[config.mk]
export PLATFORM = sky130hd
export DESIGN_NAME = collect_2x1_simple_seq
export DESIGN_NICKNAME = d
export VERILOG_FILES = /design/src/rtl/collect_2x1_simple_seq.sv
export SDC_FILE = /design/constraint.sdc
export NUM_CORES = 1
export LEC_CHECK = 0
export BUFFER_PORTS_ARGS = -buffer_cell sky130_fd_sc_hd__buf_4
export CAP_MARGIN = 20
export CORE_ASPECT_RATIO = 1.2
export CORE_MARGIN = 4
export CORE_UTILIZATION = 37
export CTS_CLUSTER_SIZE = 8
export DETAILED_ROUTE_END_ITERATION = 7
export MAX_ROUTING_LAYER = met4
export PLACE_DENSITY = 0.72
export RECOVER_POWER = 25
export SYNTH_ARGS = -nofsm -noshare
export SYNTH_HDL_FRONTEND = slang
export SYNTH_SLANG_ARGS = --single-unit
export TNS_END_PERCENT = 20
[constraint.sdc]
create_clock -name clk -period 2.23 [get_ports clk]
set_clock_uncertainty 0.2 [all_clocks]
set_input_delay 0.1115 -clock clk [delete_from_list [all_inputs] [get_ports clk]]
set_output_delay 0.1115 -clock clk [all_outputs]
set_load 0.02 [all_outputs]
[src/rtl/collect_2x1_simple_seq.sv]
// rtl/collect_2x1_simple_seq.sv - two-input to one-output word collector with registered output
// Optional feature macro: COLLECT_SUM_EN (cmd 11 loads low+high in one cycle instead of serializing)

module collect_2x1_simple_seq #(
    parameter int DATA_WIDTH    = 32,
    parameter int COMMAND_WIDTH = 2
) (
    input  logic                    clk,
    input  logic                    rst,
    input  logic [1:0]              i_valid,
    input  logic [2*DATA_WIDTH-1:0] i_data_bus,
    output logic [1:0]              o_ready,
    output logic                    o_valid,
    output logic [DATA_WIDTH-1:0]   o_data_bus,
    input  logic                    i_ready,
    input  logic                    i_en,
    input  logic [COMMAND_WIDTH-1:0] i_cmd
);

    localparam logic [COMMAND_WIDTH-1:0] CMD_LOW  = COMMAND_WIDTH'(2'b01);
    localparam logic [COMMAND_WIDTH-1:0] CMD_HIGH = COMMAND_WIDTH'(2'b10);
    localparam logic [COMMAND_WIDTH-1:0] CMD_BOTH = COMMAND_WIDTH'(2'b11);

    typedef enum logic {
        S_IDLE      = 1'b0,
        S_SEND_HIGH = 1'b1
    } state_t;

    // Which word (if any) the output register captures this cycle.
    typedef enum logic [1:0] {
        SEL_NONE = 2'd0,
        SEL_LOW  = 2'd1,
        SEL_HIGH = 2'd2,
        SEL_SUM  = 2'd3
    } sel_t;

    state_t                  state_q;
    state_t                  state_d;
    logic                    o_valid_q;
    logic                    o_valid_d;
    logic [DATA_WIDTH-1:0]   o_data_q;
    logic [DATA_WIDTH-1:0]   o_data_d;

    logic [DATA_WIDTH-1:0]   data_low;
    logic [DATA_WIDTH-1:0]   data_high;
    logic [DATA_WIDTH-1:0]   word_sel;
    logic                    slot_free;
    logic                    start_ok;
    logic                    cmd_low;
    logic                    cmd_high;
    logic                    cmd_both;
    logic                    both_valid;
    logic [1:0]              ready_d;
    sel_t                    load_sel;

    assign data_low   = i_data_bus[DATA_WIDTH-1:0];
    assign data_high  = i_data_bus[2*DATA_WIDTH-1:DATA_WIDTH];

    // The output slot can take a new word when empty or being drained this cycle.
    assign slot_free  = !o_valid_q | i_ready;
    assign start_ok   = (state_q == S_IDLE) & i_en & slot_free;
    assign cmd_low    = (i_cmd == CMD_LOW);
    assign cmd_high   = (i_cmd == CMD_HIGH);
    assign cmd_both   = (i_cmd == CMD_BOTH);
    assign both_valid = (i_valid == 2'b11);

    // State register: async reset abandons any pending high word.
    always_ff @(posedge clk or posedge rst) begin
        if (rst) begin
            state_q <= S_IDLE;
        end else begin
            state_q <= state_d;
        end
    end

    // Next-state: only a serialized cmd 11 ever leaves IDLE.
    always_comb begin
        state_d = state_q;
        case (state_q)
            S_IDLE: begin
`ifndef COLLECT_SUM_EN
                if (start_ok && cmd_both && both_valid) begin
                    state_d = S_SEND_HIGH;
                end
`endif
            end
            S_SEND_HIGH: begin
                if (slot_free && i_valid[1]) begin
                    state_d = S_IDLE;
                end
            end
            default: state_d = S_IDLE;
        endcase
    end

    // Output decode: per-input accepts and load selection, all gated off in reset.
    always_comb begin
        ready_d  = 2'b00;
        load_sel = SEL_NONE;
        if (!rst) begin
            case (state_q)
                S_IDLE: begin
                    if (start_ok) begin
                        if (cmd_low && i_valid[0]) begin
                            ready_d  = 2'b01;
                            load_sel = SEL_LOW;
                        end else if (cmd_high && i_valid[1]) begin
                            ready_d  = 2'b10;
                            load_sel = SEL_HIGH;
                        end else if (cmd_both && both_valid) begin
`ifdef COLLECT_SUM_EN
                            ready_d  = 2'b11;
                            load_sel = SEL_SUM;
`else
                            ready_d  = 2'b01;
                            load_sel = SEL_LOW;
`endif
                        end
                    end
                end
                S_SEND_HIGH: begin
                    // Gated by i_valid[1] so o_ready never leads its valid.
                    if (slot_free && i_valid[1]) begin
                        ready_d  = 2'b10;
                        load_sel = SEL_HIGH;
                    end
                end
                default: begin
                    ready_d  = 2'b00;
                    load_sel = SEL_NONE;
                end
            endcase
        end
    end

    // Word mux: unselected cycles produce zero dummy data.
    always_comb begin
        word_sel = '0;
        case (load_sel)
            SEL_LOW:  word_sel = data_low;
            SEL_HIGH: word_sel = data_high;
`ifdef COLLECT_SUM_EN
            SEL_SUM:  word_sel = data_low + data_high;
`endif
            default:  word_sel = '0;
        endcase
    end

    // Output slot next-state: hold while stalled, otherwise load or clear.
    always_comb begin
        o_valid_d = o_valid_q;
        o_data_d  = o_data_q;
        if (slot_free) begin
            o_valid_d = (load_sel != SEL_NONE);
            o_data_d  = word_sel;
        end
    end

    // Output slot register.
    always_ff @(posedge clk or posedge rst) begin
        if (rst) begin
            o_valid_q <= 1'b0;
            o_data_q  <= '0;
        end else begin
            o_valid_q <= o_valid_d;
            o_data_q  <= o_data_d;
        end
    end

    assign o_ready    = ready_d;
    assign o_valid    = o_valid_q;
    assign o_data_bus = o_data_q;

    // Upstream must keep the high word offered until it is taken.
    property p_high_held;
        @(posedge clk) disable iff (rst) (state_q == S_SEND_HIGH) |-> i_valid[1];
    endproperty
    a_high_held: assert property (p_high_held);

endmodule

# --- Yosys cells after proc, flatten, opt, wreduce, memory -nomap -nowiden ---
# Index checks and enable logic that the tools add are counted.
totals:
  elab_cells: 32
  register_bits: 34
  output_inout_bits: 35
  input_bits: 72
op_classes:
  n_bitwise: 4
  n_reduce_logical: 8
  n_mux: 11
  n_eq_ne: 6
ops:
  columns: ["op", "count"]
  rows:
  - ["$pmux W32 S2", 1]
  - ["$mux W2", 5]
  - ["$eq A2 B2 Y1 const B", 4]
  - ["$logic_and A1 B1 Y1", 6]
  - ["$eq A2 B1 Y1 const B", 2]
  - ["$pmux W2 S2", 1]
  - ["$mux W1", 3]
  - ["$and A1 B1 Y1", 2]
  - ["$pmux W1 S2", 1]
  - ["$reduce_bool A2 Y1", 1]
  - ["$logic_not A1 Y1", 1]
  - ["$not A1 Y1", 1]
  - ["$or A1 B1 Y1", 1]

# --- Logic depth before layout (Yosys ltp) ---
depth:
  ltp_word: 10
  depth_mapped: 8
  depth_no_buf: 6

# --- Worst setup path before layout ---
# No wires, ideal clock.
synth_timing:
  path_type: "register -> register"
  start: "register o_valid_q (netlist: o_valid)"
  end: "register o_data_q[20] (netlist: o_data_bus[20])"
  period_less_slack_ns: 2.397
  setup_slack_ns: -0.167
  required_ns: 1.947
  arrival_time_ns: 2.114
  path_stages_with_launch: 9
  cell_sequence: "dfrtp_1 > nor2b_4 > buf_6 > or4_4 > inv_2 > ha_1 > clkbuf_1 > a22oi_1 > o21ai_0"
synth_between:
  elab_chain_cells: 8
synth_lines:
  columns: ["element", "line", "rtl"]
  rows:
  - ["start, declared", "39", "logic o_valid_q;"]
  - ["start signal, assigned", "165", "o_valid_q <= o_valid_d;"]
  - ["$logic_not A1 Y1 *", "60", "assign slot_free = !o_valid_q | i_ready;"]
  - ["$or A1 B1 Y1 *", "60", null]
  - ["$and A1 B1 Y1 *", "61", "assign start_ok = (state_q == S_IDLE) & i_en & slot_free;"]
  - ["$mux W2 *", null, null]
  - ["$pmux W2 S2 *", null, null]
  - ["$mux W2 *", null, null]
  - ["via o_ready[0]", "12", "output logic [1:0] o_ready,"]
  - ["$eq A2 B2 Y1 / $eq A2 B1 Y1 (equally long branches)", "139", "case (load_sel)"]
  - ["$pmux W32 S2 *", "139", null]
  - ["end signal, assigned", "166", "o_data_q <= o_data_d;"]
  - ["end, declared", "41", "logic [DATA_WIDTH-1:0] o_data_q;"]
# The timed path passes the listed nets; every way through them passes the cells marked *.
# A chain may end at the register's enable or synchronous reset.

# --- Final worst setup path ---
layout_timing:
  start: "input i_cmd[1]"
  end: "register o_data_q[22] (netlist: o_data_bus[22])"
layout_between:
  elab_chain_cells: 10
layout_lines:
  columns: ["element", "line", "rtl"]
  rows:
  - ["start, declared", "17", "input logic [COMMAND_WIDTH-1:0] i_cmd"]
  - ["$eq A2 B2 Y1", "64", "assign cmd_both = (i_cmd == CMD_BOTH);"]
  - ["$logic_and A1 B1 Y1", "110", "end else if (cmd_both && both_valid) begin"]
  - ["$mux W1", "110", null]
  - ["$mux W2", "107", "end else if (cmd_high && i_valid[1]) begin"]
  - ["$mux W2 *", "104", "if (cmd_low && i_valid[0]) begin"]
  - ["$mux W2 *", "103", "if (start_ok) begin"]
  - ["$pmux W2 S2 *", "101", "case (state_q)"]
  - ["$mux W2 *", "100", "if (!rst) begin"]
  - ["$eq A2 B2 Y1 / $eq A2 B1 Y1 (equally long branches)", "139", null]
  - ["$pmux W32 S2 *", "139", null]
# Every way passes the cells marked *; elsewhere a longest branch is shown, timed or not.

==> results.cfg <==
[clock_tree]
numCtsBuffers = 5
clock-sinks = 34
cts.clk_slew.worst_paths_ns = 0.08
tritoncts = yes
cts.path.max_buffers = 2
root_buffer = clkbuf_8
cts_setup_buffers = 0
clk_latency_ns = 0.28
htree_levels = 2

[place]
place.gp.congestion = 0.814
dp_hpwl_um = 3570
io_buffers = 106
postPlaceCellArea_sq_um = 2500

[critical_path]
cp.required_ns = 2.21
startpoint_type = input pin
worst-endpoint-arrival_ns = 2.25
cp_max_fo = 16
critical_path_class = input pin to register
endpoint_kind = register

[grt]
grt_pass1_vias = 2068
grt_usage_pct = 24.7
antenna_found_initial = 0
grt_start_max_net_pins = 34
grt_overflow = 0
grt_pass1_wl_um = 9620

[die]
dieArea_sq_um = 5380
rows = 25
die_h_um = 79.5
die_w_um = 67.6
start_util_pct = 39.1
design.core.area_sq_um = 4040
io_pins = 107

[cells_and_area]
antenna_cells = 0
fill_cells = 280
nNetsFinal = 414
syn2layout_area_growth_pct = 106
seq_area_sq_um = 852
stdcell_area_sq_um = 3240
multi_input_area_sq_um = 686
drive_above_1_share_pct = 33.2

[drt]
via_count = 1957
viasPerCell = 4.97
firstDrtPassIters = 5
drt-total-wl_um = 6410
drtIter0Drc = 123
drt-wirelength-per-cell_um = 16.3
ant_nets = 0
drc = 0

[sta]
hold_viol_final = 0
tns_ns = -0.0388
setup_viol = 1
fin_ws_ns = -0.0388
rsz0062_at_grt = true
worst_pin_slew_ns = 0.727
final.period_utilization_pct = 102
report.final.slew_viol_count = 0
holdWs_ns = 0.124
fmax_mhz = 441
min_period_ns = 2.27
relSlewSlack_pct = 51.5

[power]
netSwitchingFraction_pct = 24.5
internal_power_w = 0.00106
pwr-share-clk_pct = 34.2
ir_drop_v = 0.000325
leakage_nw = 1.48
power_density_nw_per_um2 = 434
pwr-share-seq_pct = 44.4
combPwrFrac_pct = 21.4
power_switching_w = 0.000345

[synthesis]
ys_types = 20
synth_area_sq_um = 1580
syn_nets = 237
yosys_warnings = 0
syn_area_per_cell_sq_um = 9.74
yosysSeqAreaShare_pct = 53.9
ys_ff_latch = 34
syn_inst = 162

[outcome]
violations = negative setup slack
status = complete, but fails checks

[worst_hold_path]
min_path_type = input pin to register

[flow_run]
maxCapViolations = 0
## sequential cells by signal (all words and copies together) (netlist names)
| signal | cells |
|---|---|
| state_q | 1 |
| o_valid | 1 |
| o_data_bus | 32 |
## through the flow
stage          total power (W)  instances  setup WS (ns)  util (%)
5_1_grt                0.00147        394         -0.133      80.4
6_report               0.00141        394        -0.0388      80.4
3_3_place_gp          0.000831        317          0.168      61.9
4_1_cts                0.00139        392         0.0325      80.9
3_5_place_dp          0.000832        317         0.0682      61.9
2_1_floorplan         0.000701        162        0.00240         -
## final cells by class
class / instances / area share, %
inverters: 2 / 0.231
flip-flops and latches: 34 / 26.3
multi-input cells: 113 / 21.1
clock buffers: 6 / 2.55
clock inverters: 2 / 0.386
well taps: 54 / 2.08
repair buffers: 183 / 47.4
## metal layers
layer	wire length (um)	GRT usage [%]
met1	2250	26.8
met2	3500	44.0
met3	464	3.94
met4	198	9.94
met5	0	-
## Yosys cell counts, drive strengths merged
master | n | area, sq um
nand2b | 1 | 6.26
nand3 | 1 | 5.00
dfrtp | 34 | 851
and3b | 1 | 8.76
inv | 2 | 7.50
or4 | 1 | 11.3
nand2 | 35 | 131
a22oi | 32 | 240
nor2b | 1 | 13.8
nand4b | 1 | 8.76
clkbuf | 12 | 45.0
o2bb2ai | 1 | 8.76
ha | 3 | 37.5
nor2 | 1 | 3.75
o211ai | 1 | 7.51
o21ai | 32 | 160
o211a | 1 | 10.0
buf | 1 | 11.3
and2b | 1 | 10.0
## timing repair
item / 4_1_cts / 5_1_grt
endpoints found under the setup margin: 0 / 33
hold buffers: 67 / 2
resized for setup: 0 / 9
endpoints found under the hold margin: 49 / 2
## logic make-up after synthesis
kind of cell               after synthesis  share of synthesized area [%]
AOI/OAI and AO/OA                       67                           27.0
adders and majority gates                3                           2.38
buffers and inverters                   15                           4.04
DFF                                     34                           53.9
and+or+nand+nor                         43                           12.6
## cells in the final DEF (no fill, tap or decap), types with 4 or more instances in the layout
cell | netlist | layout
nand2_1 | 35 | 35
buf_4 | 0 | 92
dfrtp_1 | 34 | 33
buf_12 | 0 | 4
o21ai_0 | 32 | 27
o21ai_1 | 0 | 5
dlygate4sd3_1 | 0 | 69
a22oi_1 | 32 | 32
clkbuf_8 | 0 | 6
clkbuf_1 | 12 | 17
## power by group through the flow
stage	combinational, W	sequential, W	clock, W
after floorplan	0.0000591	0.000642	0
final	0.000302	0.000626	0.000481
after global routing	0.000325	0.000626	0.000519
after CTS	0.000289	0.000625	0.000481
after detailed placement	0.000195	0.000637	0
after global placement	0.000195	0.000637	0
## path summary, 6_finish.rpt
| kind | startpoint | to | slack [ns] | cells after the start |
|---|---|---|---|---|
| worst max-delay path | i_cmd[1] | o_data_bus[22] | -0.04 | 8 |
| worst min-delay path | i_ready | o_data_bus[16] | 0.12 | 5 |
| worst max register to register | o_valid | o_data_bus[22] | 0 | 8 |
| worst min register to register | o_data_bus[7] | o_data_bus[7] | 0.28 | 2 |
| max in group asynchronous | rst | o_data_bus[18] | 0.96 | 4 |
| min in group asynchronous | rst | o_data_bus[21] | 0.32 | 3 |
## worst max-delay path, cell delays in order
cell and delay [ns]:
dlygate4sd3_1 0.53, buf_4 0.14, and2b_4 0.15, or4_4 0.50, ha_1 0.29, nand2_1 0.06, buf_4 0.19, o21ai_0 0.27
Power figures use the tool's default switching activity.
